[src/rtl/uart_tx_arbiter_pkg.sv]
// uart_tx_arbiter_pkg: FSM states, requester ids and defaults
// shared by the UART TX arbiter and its bench
package uart_tx_arbiter_pkg;

  typedef enum logic [2:0] {
    ST_IDLE    = 3'd0,
    ST_ARB     = 3'd1,
    ST_LOAD    = 3'd2,
    ST_WAIT_HI = 3'd3,
    ST_WAIT_LO = 3'd4
  } arb_state_t;

  localparam int REQ_LOOPBACK  = 0;
  localparam int REQ_STOPWATCH = 1;
  localparam int REQ_WATCH     = 2;
  localparam int REQ_TIMER     = 3;
  localparam int REQ_SR04      = 4;
  localparam int REQ_DHT11     = 5;

  localparam int TIMEOUT_CYC_DEF = 100000;

  // index + 1, wrapping at n rather than at a power of two
  function automatic int wrap_inc(input int i, input int n);
    return (i + 1 >= n) ? 0 : i + 1;
  endfunction

endpackage

[src/rtl/uart_tx_arbiter_if.sv]
// uart_tx_arbiter_if: requester lanes plus the uart_tx side
// master = requesters/uart, slave = arbiter
interface uart_tx_arbiter_if #(
  parameter int N = 6
);

  logic [N-1:0]   req;
  logic [N-1:0]   byte_valid;
  logic [N*8-1:0] byte_data;
  logic [N-1:0]   byte_last;
  logic [N-1:0]   byte_ack;
  logic [N-1:0]   grant;
  logic           tx_start;
  logic [7:0]     tx_data;
  logic           tx_busy;
  logic           arb_busy;
  logic           timeout;

  modport master (
    output req, byte_valid, byte_data,
    output byte_last, tx_busy,
    input  byte_ack, grant, tx_start,
    input  tx_data, arb_busy, timeout
  );

  modport slave (
    input  req, byte_valid, byte_data,
    input  byte_last, tx_busy,
    output byte_ack, grant, tx_start,
    output tx_data, arb_busy, timeout
  );

endinterface

[src/rtl/uart_tx_arbiter_rr_picker.sv]
// rr_picker: first set request at or after ptr,
// scanning circularly; one-hot pick plus its index
module rr_picker #(
  parameter int N  = 6,
  parameter int PW = (N > 1) ? $clog2(N) : 1
) (
  input  logic [N-1:0]  req,
  input  logic [PW-1:0] ptr,
  output logic [N-1:0]  pick,
  output logic [PW-1:0] pick_idx,
  output logic          valid
);

  int            s;
  logic [PW-1:0] idx;

  // circular priority scan starting at ptr
  always_comb begin
    pick     = '0;
    pick_idx = '0;
    valid    = 1'b0;
    s        = 0;
    idx      = '0;
    for (int k = 0; k < N; k++) begin
      s = int'(ptr) + k;
      if (s >= N) s = s - N;
      idx = PW'(s);
      if (!valid && req[idx]) begin
        valid     = 1'b1;
        pick[idx] = 1'b1;
        pick_idx  = idx;
      end
    end
  end

endmodule

[src/rtl/uart_tx_arbiter.sv]
// uart_tx_arbiter: round-robin owner of the UART TX channel,
// one message per grant. Optional stall release: UART_ARB_TIMEOUT_EN
module uart_tx_arbiter
  import uart_tx_arbiter_pkg::*;
#(
  parameter int N           = 6,
  parameter int TIMEOUT_CYC = TIMEOUT_CYC_DEF
) (
  input logic              clk,
  input logic              rst,
  uart_tx_arbiter_if.slave bus
);

  localparam int PW = (N > 1) ? $clog2(N) : 1;

  arb_state_t    state;
  logic [N-1:0]  grant_q;
  logic [N-1:0]  ack_q;
  logic [PW-1:0] rr_ptr;
  logic [PW-1:0] g_idx;
  logic          tx_start_q;
  logic [7:0]    tx_data_q;
  logic          last_q;
  logic          timeout_q;

  logic [N-1:0]  pick;
  logic [PW-1:0] pick_idx;
  logic          pick_vld;
  logic [PW-1:0] nxt_ptr;
  logic          stall_hit;

  rr_picker #(
    .N  (N),
    .PW (PW)
  ) u_pick (
    .req      (bus.req),
    .ptr      (rr_ptr),
    .pick     (pick),
    .pick_idx (pick_idx),
    .valid    (pick_vld)
  );

  // the releasing owner becomes lowest priority
  assign nxt_ptr = PW'(wrap_inc(int'(g_idx), N));

`ifdef UART_ARB_TIMEOUT_EN
  localparam int CW = $clog2(TIMEOUT_CYC + 1);

  arb_state_t    state_d;
  logic [CW-1:0] stall_cnt;
  logic [CW-1:0] stall_eff;
  logic          waiting;

  assign waiting = state inside
    {ST_LOAD, ST_WAIT_HI, ST_WAIT_LO};
  assign stall_eff = (state != state_d)
    ? '0 : stall_cnt;
  assign stall_hit = waiting &&
    (stall_eff == CW'(TIMEOUT_CYC - 1));

  // cycles spent in the current state, restarted on change
  always_ff @(posedge clk or posedge rst) begin
    if (rst) begin
      state_d   <= ST_IDLE;
      stall_cnt <= '0;
    end else begin
      state_d   <= state;
      stall_cnt <= waiting ? stall_eff + 1'b1 : '0;
    end
  end
`else
  localparam int timeout_unused = TIMEOUT_CYC;

  assign stall_hit = 1'b0;
`endif

  // message FSM; grant, ack, start and data all registered
  always_ff @(posedge clk or posedge rst) begin
    if (rst) begin
      state      <= ST_IDLE;
      grant_q    <= '0;
      ack_q      <= '0;
      tx_start_q <= 1'b0;
      tx_data_q  <= '0;
      last_q     <= 1'b0;
      rr_ptr     <= '0;
      g_idx      <= '0;
      timeout_q  <= 1'b0;
    end else begin
      ack_q      <= '0;
      tx_start_q <= 1'b0;
      timeout_q  <= 1'b0;
      if (stall_hit) begin
        grant_q   <= '0;
        timeout_q <= 1'b1;
        rr_ptr    <= nxt_ptr;
        state     <= ST_IDLE;
      end else begin
        unique case (state)
          ST_IDLE: begin
            if (|bus.req) state <= ST_ARB;
          end
          ST_ARB: begin
            if (pick_vld) begin
              grant_q <= pick;
              g_idx   <= pick_idx;
              state   <= ST_LOAD;
            end else begin
              state   <= ST_IDLE;
            end
          end
          ST_LOAD: begin
            if (!bus.req[g_idx]) begin
              grant_q <= '0;
              rr_ptr  <= nxt_ptr;
              state   <= ST_IDLE;
            end else if (bus.byte_valid[g_idx] &&
                         !bus.tx_busy) begin
              tx_start_q <= 1'b1;
              ack_q      <= grant_q;
              tx_data_q  <=
                bus.byte_data[{g_idx, 3'b000} +: 8];
              last_q     <= bus.byte_last[g_idx];
              state      <= ST_WAIT_HI;
            end
          end
          ST_WAIT_HI: begin
            if (bus.tx_busy) state <= ST_WAIT_LO;
          end
          ST_WAIT_LO: begin
            if (!bus.tx_busy) begin
              if (last_q) begin
                grant_q <= '0;
                rr_ptr  <= nxt_ptr;
                state   <= ST_IDLE;
              end else begin
                state   <= ST_LOAD;
              end
            end
          end
          default: state <= ST_IDLE;
        endcase
      end
    end
  end

  assign bus.grant    = grant_q;
  assign bus.byte_ack = ack_q;
  assign bus.tx_start = tx_start_q;
  assign bus.tx_data  = tx_data_q;
  assign bus.arb_busy = (state != ST_IDLE);
  assign bus.timeout  = timeout_q;

endmodule

[src/flat_wrapper.sv]
// flat-port wrapper written by rule: the top's interface ports become plain ports
module uart_tx_arbiter_flat import uart_tx_arbiter_pkg::*;
#(
  parameter int N           = 6,
  parameter int TIMEOUT_CYC = TIMEOUT_CYC_DEF
)
  (clk, rst, bus_req, bus_byte_valid, bus_byte_data, bus_byte_last, bus_tx_busy, bus_byte_ack, bus_grant, bus_tx_start, bus_tx_data, bus_arb_busy, bus_timeout);
  uart_tx_arbiter_if #(.N(N)) bus_i ();
  input logic clk;
  input logic rst;
  input wire logic [$bits(bus_i.req)-1:0] bus_req;
  input wire logic [$bits(bus_i.byte_valid)-1:0] bus_byte_valid;
  input wire logic [$bits(bus_i.byte_data)-1:0] bus_byte_data;
  input wire logic [$bits(bus_i.byte_last)-1:0] bus_byte_last;
  input wire logic [$bits(bus_i.tx_busy)-1:0] bus_tx_busy;
  output wire logic [$bits(bus_i.byte_ack)-1:0] bus_byte_ack;
  output wire logic [$bits(bus_i.grant)-1:0] bus_grant;
  output wire logic [$bits(bus_i.tx_start)-1:0] bus_tx_start;
  output wire logic [$bits(bus_i.tx_data)-1:0] bus_tx_data;
  output wire logic [$bits(bus_i.arb_busy)-1:0] bus_arb_busy;
  output wire logic [$bits(bus_i.timeout)-1:0] bus_timeout;
  assign bus_i.req = bus_req;
  assign bus_i.byte_valid = bus_byte_valid;
  assign bus_i.byte_data = bus_byte_data;
  assign bus_i.byte_last = bus_byte_last;
  assign bus_i.tx_busy = bus_tx_busy;
  assign bus_byte_ack = bus_i.byte_ack;
  assign bus_grant = bus_i.grant;
  assign bus_tx_start = bus_i.tx_start;
  assign bus_tx_data = bus_i.tx_data;
  assign bus_arb_busy = bus_i.arb_busy;
  assign bus_timeout = bus_i.timeout;
  uart_tx_arbiter #(.N(N), .TIMEOUT_CYC(TIMEOUT_CYC)) u_core (.clk(clk), .rst(rst), .bus(bus_i));
endmodule
[config.mk]
export PLATFORM = sky130hd
export DESIGN_NAME = uart_tx_arbiter_flat
export DESIGN_NICKNAME = d
export VERILOG_FILES = /design/src/rtl/uart_tx_arbiter_pkg.sv /design/src/rtl/uart_tx_arbiter_if.sv /design/src/rtl/uart_tx_arbiter_rr_picker.sv /design/src/rtl/uart_tx_arbiter.sv /design/src/flat_wrapper.sv
export SDC_FILE = /design/constraint.sdc
export NUM_CORES = 1
export LEC_CHECK = 0
export ABC_AREA = 1
export CAP_MARGIN = 20
export CORE_ASPECT_RATIO = 0.5
export CORE_MARGIN = 2
export CORE_UTILIZATION = 45
export CTS_CLUSTER_DIAMETER = 200
export DETAILED_ROUTE_END_ITERATION = 6
export PLACE_DENSITY = 0.88
export SLEW_MARGIN = 5
export SYNTH_ARGS = -nofsm -noshare
export SYNTH_HDL_FRONTEND = slang
export SYNTH_SLANG_ARGS = --single-unit
[constraint.sdc]
create_clock -name clk -period 5.6 [get_ports clk]
set_clock_uncertainty 0.2 [all_clocks]
set_input_delay 1.68 -clock clk [delete_from_list [all_inputs] [get_ports clk]]
set_output_delay 1.68 -clock clk [all_outputs]
set_load 0.02 [all_outputs]
==> results of run 1 <==
==> cell usage in the layout, fill, tap and decap left out, drive strengths merged <==
cell type and count:
ha 8, nand4 11, buf 2, conb 1
inv 58, nor4 1, bufinv 1, nor2 64
clkinv 1, o31ai 1, o22ai 10, xnor2 1
dfrtp 31, nand2 133, o211ai 1, nand3b 4
clkdlybuf4s50 90, o21ai 63, a21boi 1, a32oi 1
a21oi 12, nor3 5, nand3 45, xor2 1
o21a 8, or2 1, clkbuf 6
==> cell families after synthesis <==
kind of cell | after synthesis
and+or+nand+nor | 264
AOI/OAI and AO/OA | 97
buffers and inverters | 76
DFF | 31
adders and majority gates | 8
xor gates and xnor gates | 2
other | 1
==> synthesized netlist by cell type, types with 2 or more instances <==
cell type	count
nand2_1	119
nor2_1	60
inv_1	52
o21ai_0	50
nand3_1	38
dfrtp_1	31
nand2_2	13
a21oi_1	10
o21ai_1	10
o22ai_1	10
clkbuf_1	9
nand4_1	9
ha_1	8
o21a_1	8
nand3_2	6
inv_2	5
nor3_1	5
nand3b_1	4
buf_6	3
nor2_2	3
o21ai_2	3
a21oi_2	2
buf_1	2
buf_2	2
buf_4	2
==> power groups by stage <==
stage,logic [mW],clock network (mW),registers (mW)
2_1_floorplan,1.42,0,0.407
3_3_place_gp,1.83,0,0.401
3_5_place_dp,1.86,0,0.401
4_1_cts,1.88,0.318,0.400
5_1_grt,2.13,0.332,0.414
6_report,1.90,0.317,0.402
==> registers in the layout, indices dropped and copies added, names as in the netlist <==
register             cells
u_core.state             3
u_core.g_idx             3
u_core.bus.grant         6
u_core.bus.tx_data       8
u_core.rr_ptr            3
u_core.last_q            1
u_core.bus.tx_start      1
u_core.bus.byte_ack      6
==> layout make-up <==
type | instances | area (um^2)
flip-flops and latches | 31 | 776
fillers | 588 | 2470
well taps | 92 | 115
clock inverters | 2 | 35.0
inverters | 58 | 220
repair buffers | 92 | 916
clock buffers | 6 | 139
multi-input cells | 372 | 1920
==> worst paths after layout <==
check | cells past startpoint | endpoint | slack (ns) | from
setup / recovery | 20 | u_core.bus.grant[1] | 1.69 | u_core.rr_ptr[0]
hold / removal | 2 | u_core.bus.tx_data[4] | 0.29 | u_core.bus.tx_data[4]
setup reg to reg | 20 | u_core.bus.grant[1] | 1.69 | u_core.rr_ptr[0]
hold reg to reg | 2 | u_core.bus.tx_data[4] | 0.29 | u_core.bus.tx_data[4]
max in group asynchronous | 3 | u_core.bus.byte_ack[3] | 3.33 | rst
min in group asynchronous | 3 | u_core.bus.tx_data[2] | 1.58 | rst
==> worst min-delay path: cells and delay by family (launching register included) <==
family	cells	cell delay (ns)
AOI/OAI and AO/OA	1	0.06
DFF	1	0.35
and+or+nand+nor	1	0.05
==> per-stage QoR <==
step / instances / worst slack (ns) / util (%) / area, um^2
after floorplan: 479 / 2.41 / - / 3020
after global placement: 645 / 1.67 / 59.9 / 3950
after detailed placement: 645 / 1.63 / 59.9 / 3950
after CTS: 653 / 1.72 / 62.5 / 4130
after global routing: 653 / 1.24 / 62.5 / 4130
final: 653 / 1.69 / 62.5 / 4130
==> routing by layer <==
layer	part of all wire (%)	global-route usage [%]	routed length, um	up-vias
met2	48	46.6	4270	123
li1	-	-	-	1724
met1	43	29.2	3870	1544
met3	7.5	7.21	676	20
met5	0	0	0	-
met4	1.6	7.06	140	0
==> results.json, run 1 <==
{
  "required_ns": 5.56,
  "clk_latency_ns": 0.28,
  "ys_warn_count": 0,
  "ys_ff_latch": 31,
  "finalHoldViolCount": 0,
  "yosys.area_share.adder_pct": 3.31,
  "yosysTopAreaCell": "dfrtp_1",
  "synth_edf_count": 0,
  "finalSetupViolCount": 0,
  "grt.overflow.total": 0,
  "start_util_pct": 45.8,
  "postCtsSetupBuffers": 0,
  "synth-simple-area-share_pct": 40.7,
  "syn_area_um2": 3020,
  "drive_gt1_share_pct": 9.09,
  "ir_drop_mv": 0.267,
  "synthMuxAreaShare_pct": 0,
  "cp_slowest_stage_delay_ns": 0.92,
  "viasPerCell": 5.22,
  "cp-end-kind": "register",
  "n_antenna_cell": 0,
  "dieArea_um2": 7420,
  "first_iter_violations": 197,
  "cts_resized": 0,
  "fin_setup_tns_ns": 0,
  "ys_async_sr_fraction_pct": 100,
  "grt_pass1_wl_mm": 14.6,
  "nets": 637,
  "core_um2": 6600,
  "route.vias.total": 3411,
  "cp_common_cell": "nand2_1",
  "critPathTopFamily": "simple AND/OR/NAND/NOR gates",
  "synth_xor_area_share_pct": 0.829,
  "wl_per_cell_um": 13.7,
  "ant_nets": 0,
  "first_global_vias": 3183,
  "powerDensity_nw_per_um2": 634,
  "crit_arrival_ns": 3.87,
  "whs_ns": 0.292,
  "drc": 0,
  "maxCapViolations": 0,
  "cp_num_buf_inv": 5,
  "max-clock-path-buffers": 2,
  "power.switching_mw": 1.43,
  "clk_pin_slew_ns": 0.05,
  "cts_tree": "done",
  "port_buffers": 90,
  "cts_sinks": 31,
  "p_leak_nw": 1.95,
  "dp_hpwl_mm": 6.78,
  "place_congestion": 0.966,
  "worst_slew_pin_slew_ns": 0.993,
  "ys_types": 40,
  "antenna_found_initial": 0,
  "ys.flop_type": "dfrtp_1",
  "syn_nets": 556,
  "wl_mm": 8.96,
  "crit_type": "reg2reg",
  "run_status": "completed",
  "max_freq_mhz": 256,
  "synth_top_area_share_pct": 25.7,
  "fin_crit_ns": 3.91,
  "slew_headroom_pct": 33.7,
  "grt_setup_unrepaired": "no",
  "worst_hold_path_type": "reg2reg",
  "combPwrFrac_pct": 72.5,
  "die_h_um": 61.9,
  "synthToLayoutAreaGrowth_pct": 36.6,
  "start_kind": "register",
  "num_io_pins": 92,
  "path_max_fanout": 28,
  "cts_root_buffer": "clkbuf_16",
  "first_pass_iters": 5,
  "synth-compound-area-share_pct": 18.8,
  "crit_chain": "inv_1, ha_1, inv_2, nand3_1, nand2_1, inv_1, nand2_1, nand2_2, nand2_1, nand2_1, nand2_2, nand4_4, nor2_8, nand3_4, nand2_4, inv_4, nand2_2, inv_1, nand2_1, nand2_1",
  "synthTopCellsByArea": "dfrtp_1 (26%), nand2_1 (15%), o21ai_0 (8.3%)",
  "row_count": 21,
  "grt_max_degree": 38,
  "htreeDepth": 2,
  "swShare_pct": 54.8,
  "clkPwrFrac_pct": 12.1,
  "syn_inst": 479,
  "pwr-share-seq_pct": 15.4,
  "layout_worst_path_cycle_share_pct": 69.8,
  "syn_area_per_cell_um2": 6.31,
  "power_mw": 2.62,
  "critPathSlowestCell": "dfrtp_1",
  "cts_hold_buffers": 0,
  "ys_seq_area_share_pct": 25.7,
  "synth_top_family_by_area": "simple AND/OR/NAND/NOR gates",
  "fp.dieW_um": 120,
  "maxSlewViolCount": 0,
  "intPower_mw": 1.18,
  "cts_buffers": 5,
  "track_usage_pct": 25.0
}
(Power assumes the default switching activity.)
==> run 2, diff against run 1 <==
Clock period 5.6 ns to 3.61 ns, I/O delays scaled along.
==> run 2 against run 1 <==
Net effect: clock power up 32%; global-route usage up 0.68 points; non-clock buffer count up 5; die area unchanged; critical endpoint is now u_core.bus.grant[4].
==> results.json, run 2 (synthesis gave the netlist of run 1 again) <==
{
  "fin_crit_ns": 3.13,
  "ir_drop_mv": 0.357,
  "first_iter_violations": 300,
  "cts_hold_buffers": 0,
  "cts_root_buffer": "clkbuf_16",
  "max-clock-path-buffers": 2,
  "cts_buffers": 5,
  "max_freq_mhz": 319,
  "clk_pin_slew_ns": 0.05,
  "die_h_um": 61.9,
  "dp_hpwl_mm": 6.87,
  "first_global_vias": 3289,
  "layout_common_cells": "nand2_1 (119), clkdlybuf4s50_1 (90), nor2_1 (60)",
  "worst_slew_pin_slew_ns": 0.664,
  "viasPerCell": 5.34,
  "worst_hold_path_type": "reg2reg",
  "grt_pass1_wl_mm": 15.0,
  "fp.dieW_um": 120,
  "wl_per_cell_um": 14.0,
  "finalSetupViolCount": 0,
  "largest_reg_flops": 8,
  "nFillCells": 590,
  "grt.overflow.total": 0,
  "fin_setup_tns_ns": 0,
  "crit_arrival_ns": 3.15,
  "power_mw": 4.06,
  "crit_type": "in2reg",
  "start_kind": "primary input",
  "clk_latency_ns": 0.28,
  "htreeDepth": 2,
  "slew_headroom_pct": 55.7,
  "postCtsSetupBuffers": 0,
  "maxCapViolations": 0,
  "p_leak_nw": 1.96,
  "powerDensity_nw_per_um2": 983,
  "track_usage_pct": 25.7,
  "maxSlewViolCount": 0,
  "port_buffers": 90,
  "layout_worst_path_cycle_share_pct": 86.8,
  "path_max_fanout": 4,
  "cts_tree": "done",
  "start_util_pct": 45.8,
  "grt_max_degree": 37,
  "layout_commonest_cell": "nand2_1",
  "place_congestion": 1.03,
  "dieArea_um2": 7420,
  "run_status": "completed",
  "core_um2": 6600,
  "wl_mm": 9.22,
  "drc": 0,
  "cts_resized": 0,
  "first_pass_iters": 6,
  "cp-end-kind": "register",
  "cts_sinks": 31,
  "n_antenna_cell": 0,
  "row_count": 21,
  "drive_gt1_share_pct": 9.73,
  "required_ns": 3.63,
  "route.vias.total": 3506,
  "finalHoldViolCount": 0,
  "antenna_found_initial": 0,
  "synthToLayoutAreaGrowth_pct": 36.8,
  "ant_nets": 0,
  "num_io_pins": 92,
  "grt_setup_unrepaired": "no",
  "nets": 642
}
[run 2: metrics by stage]
stage	area [um^2]	instances	setup WS [ns]	util [%]	hold slack [ns]
after floorplan	3020	479	0.778	-	0.304
after global placement	3990	650	0.323	60.5	0.270
after detailed placement	3990	650	0.256	60.5	0.282
after CTS	4130	657	0.546	62.7	0.295
after global routing	4130	657	0.253	62.7	0.325
final	4130	657	0.476	62.7	0.292
[run 2: path summary, 6_finish.rpt]
path,endpoint,slack (ns),start,depth (start not counted)
worst max-delay path,u_core.bus.grant[4],0.48,bus_req[4],15
worst min-delay path,u_core.bus.tx_data[1],0.29,u_core.bus.tx_data[1],2
worst max register to register,u_core.bus.grant[5],0.58,u_core.rr_ptr[0],16
worst min register to register,u_core.bus.tx_data[1],0.29,u_core.bus.tx_data[1],2
max in group asynchronous,u_core.bus.byte_ack[2],1.94,rst,3
min in group asynchronous,u_core.bus.tx_data[3],0.98,rst,3
[run 2: critical path: stages]
cell and delay, ns:
clkdlybuf4s50_1 0.51, inv_1 0.08, o21ai_2 0.25, nand3_1 0.13, nand2_1 0.08, nand3_1 0.16
nor2_1 0.28, nand2_1 0.15, nand2_1 0.09, inv_1 0.04, nand2_1 0.04, nand2_1 0.06
nand2_1 0.08, nand2_1 0.07, nand2_1 0.06
[run 2: area by class of cell]
cell class	count	area, um^2	share of cell area [%]
clock buffer	6	139	3.36
clock inverter	1	5.00	0.121
inverter	58	220	5.33
multi-input combinational	372	1920	46.6
sequential	31	776	18.8
tap	92	115	2.79
timing repair buffer	97	953	23.1
[run 2: report_power, final]
part	internal, mW	switching [mW]
logic	1.06	2.00
registers	0.468	0.120
clock network	0.269	0.150
[run 2: per-layer routing]
metal / up-vias / global-route usage (%) / routed length, um
met5: - / 0 / 0
met4: 0 / 8.91 / 257
met3: 37 / 6.11 / 703
met2: 162 / 47.8 / 4420
met1: 1574 / 30.4 / 3840
li1: 1733 / - / -
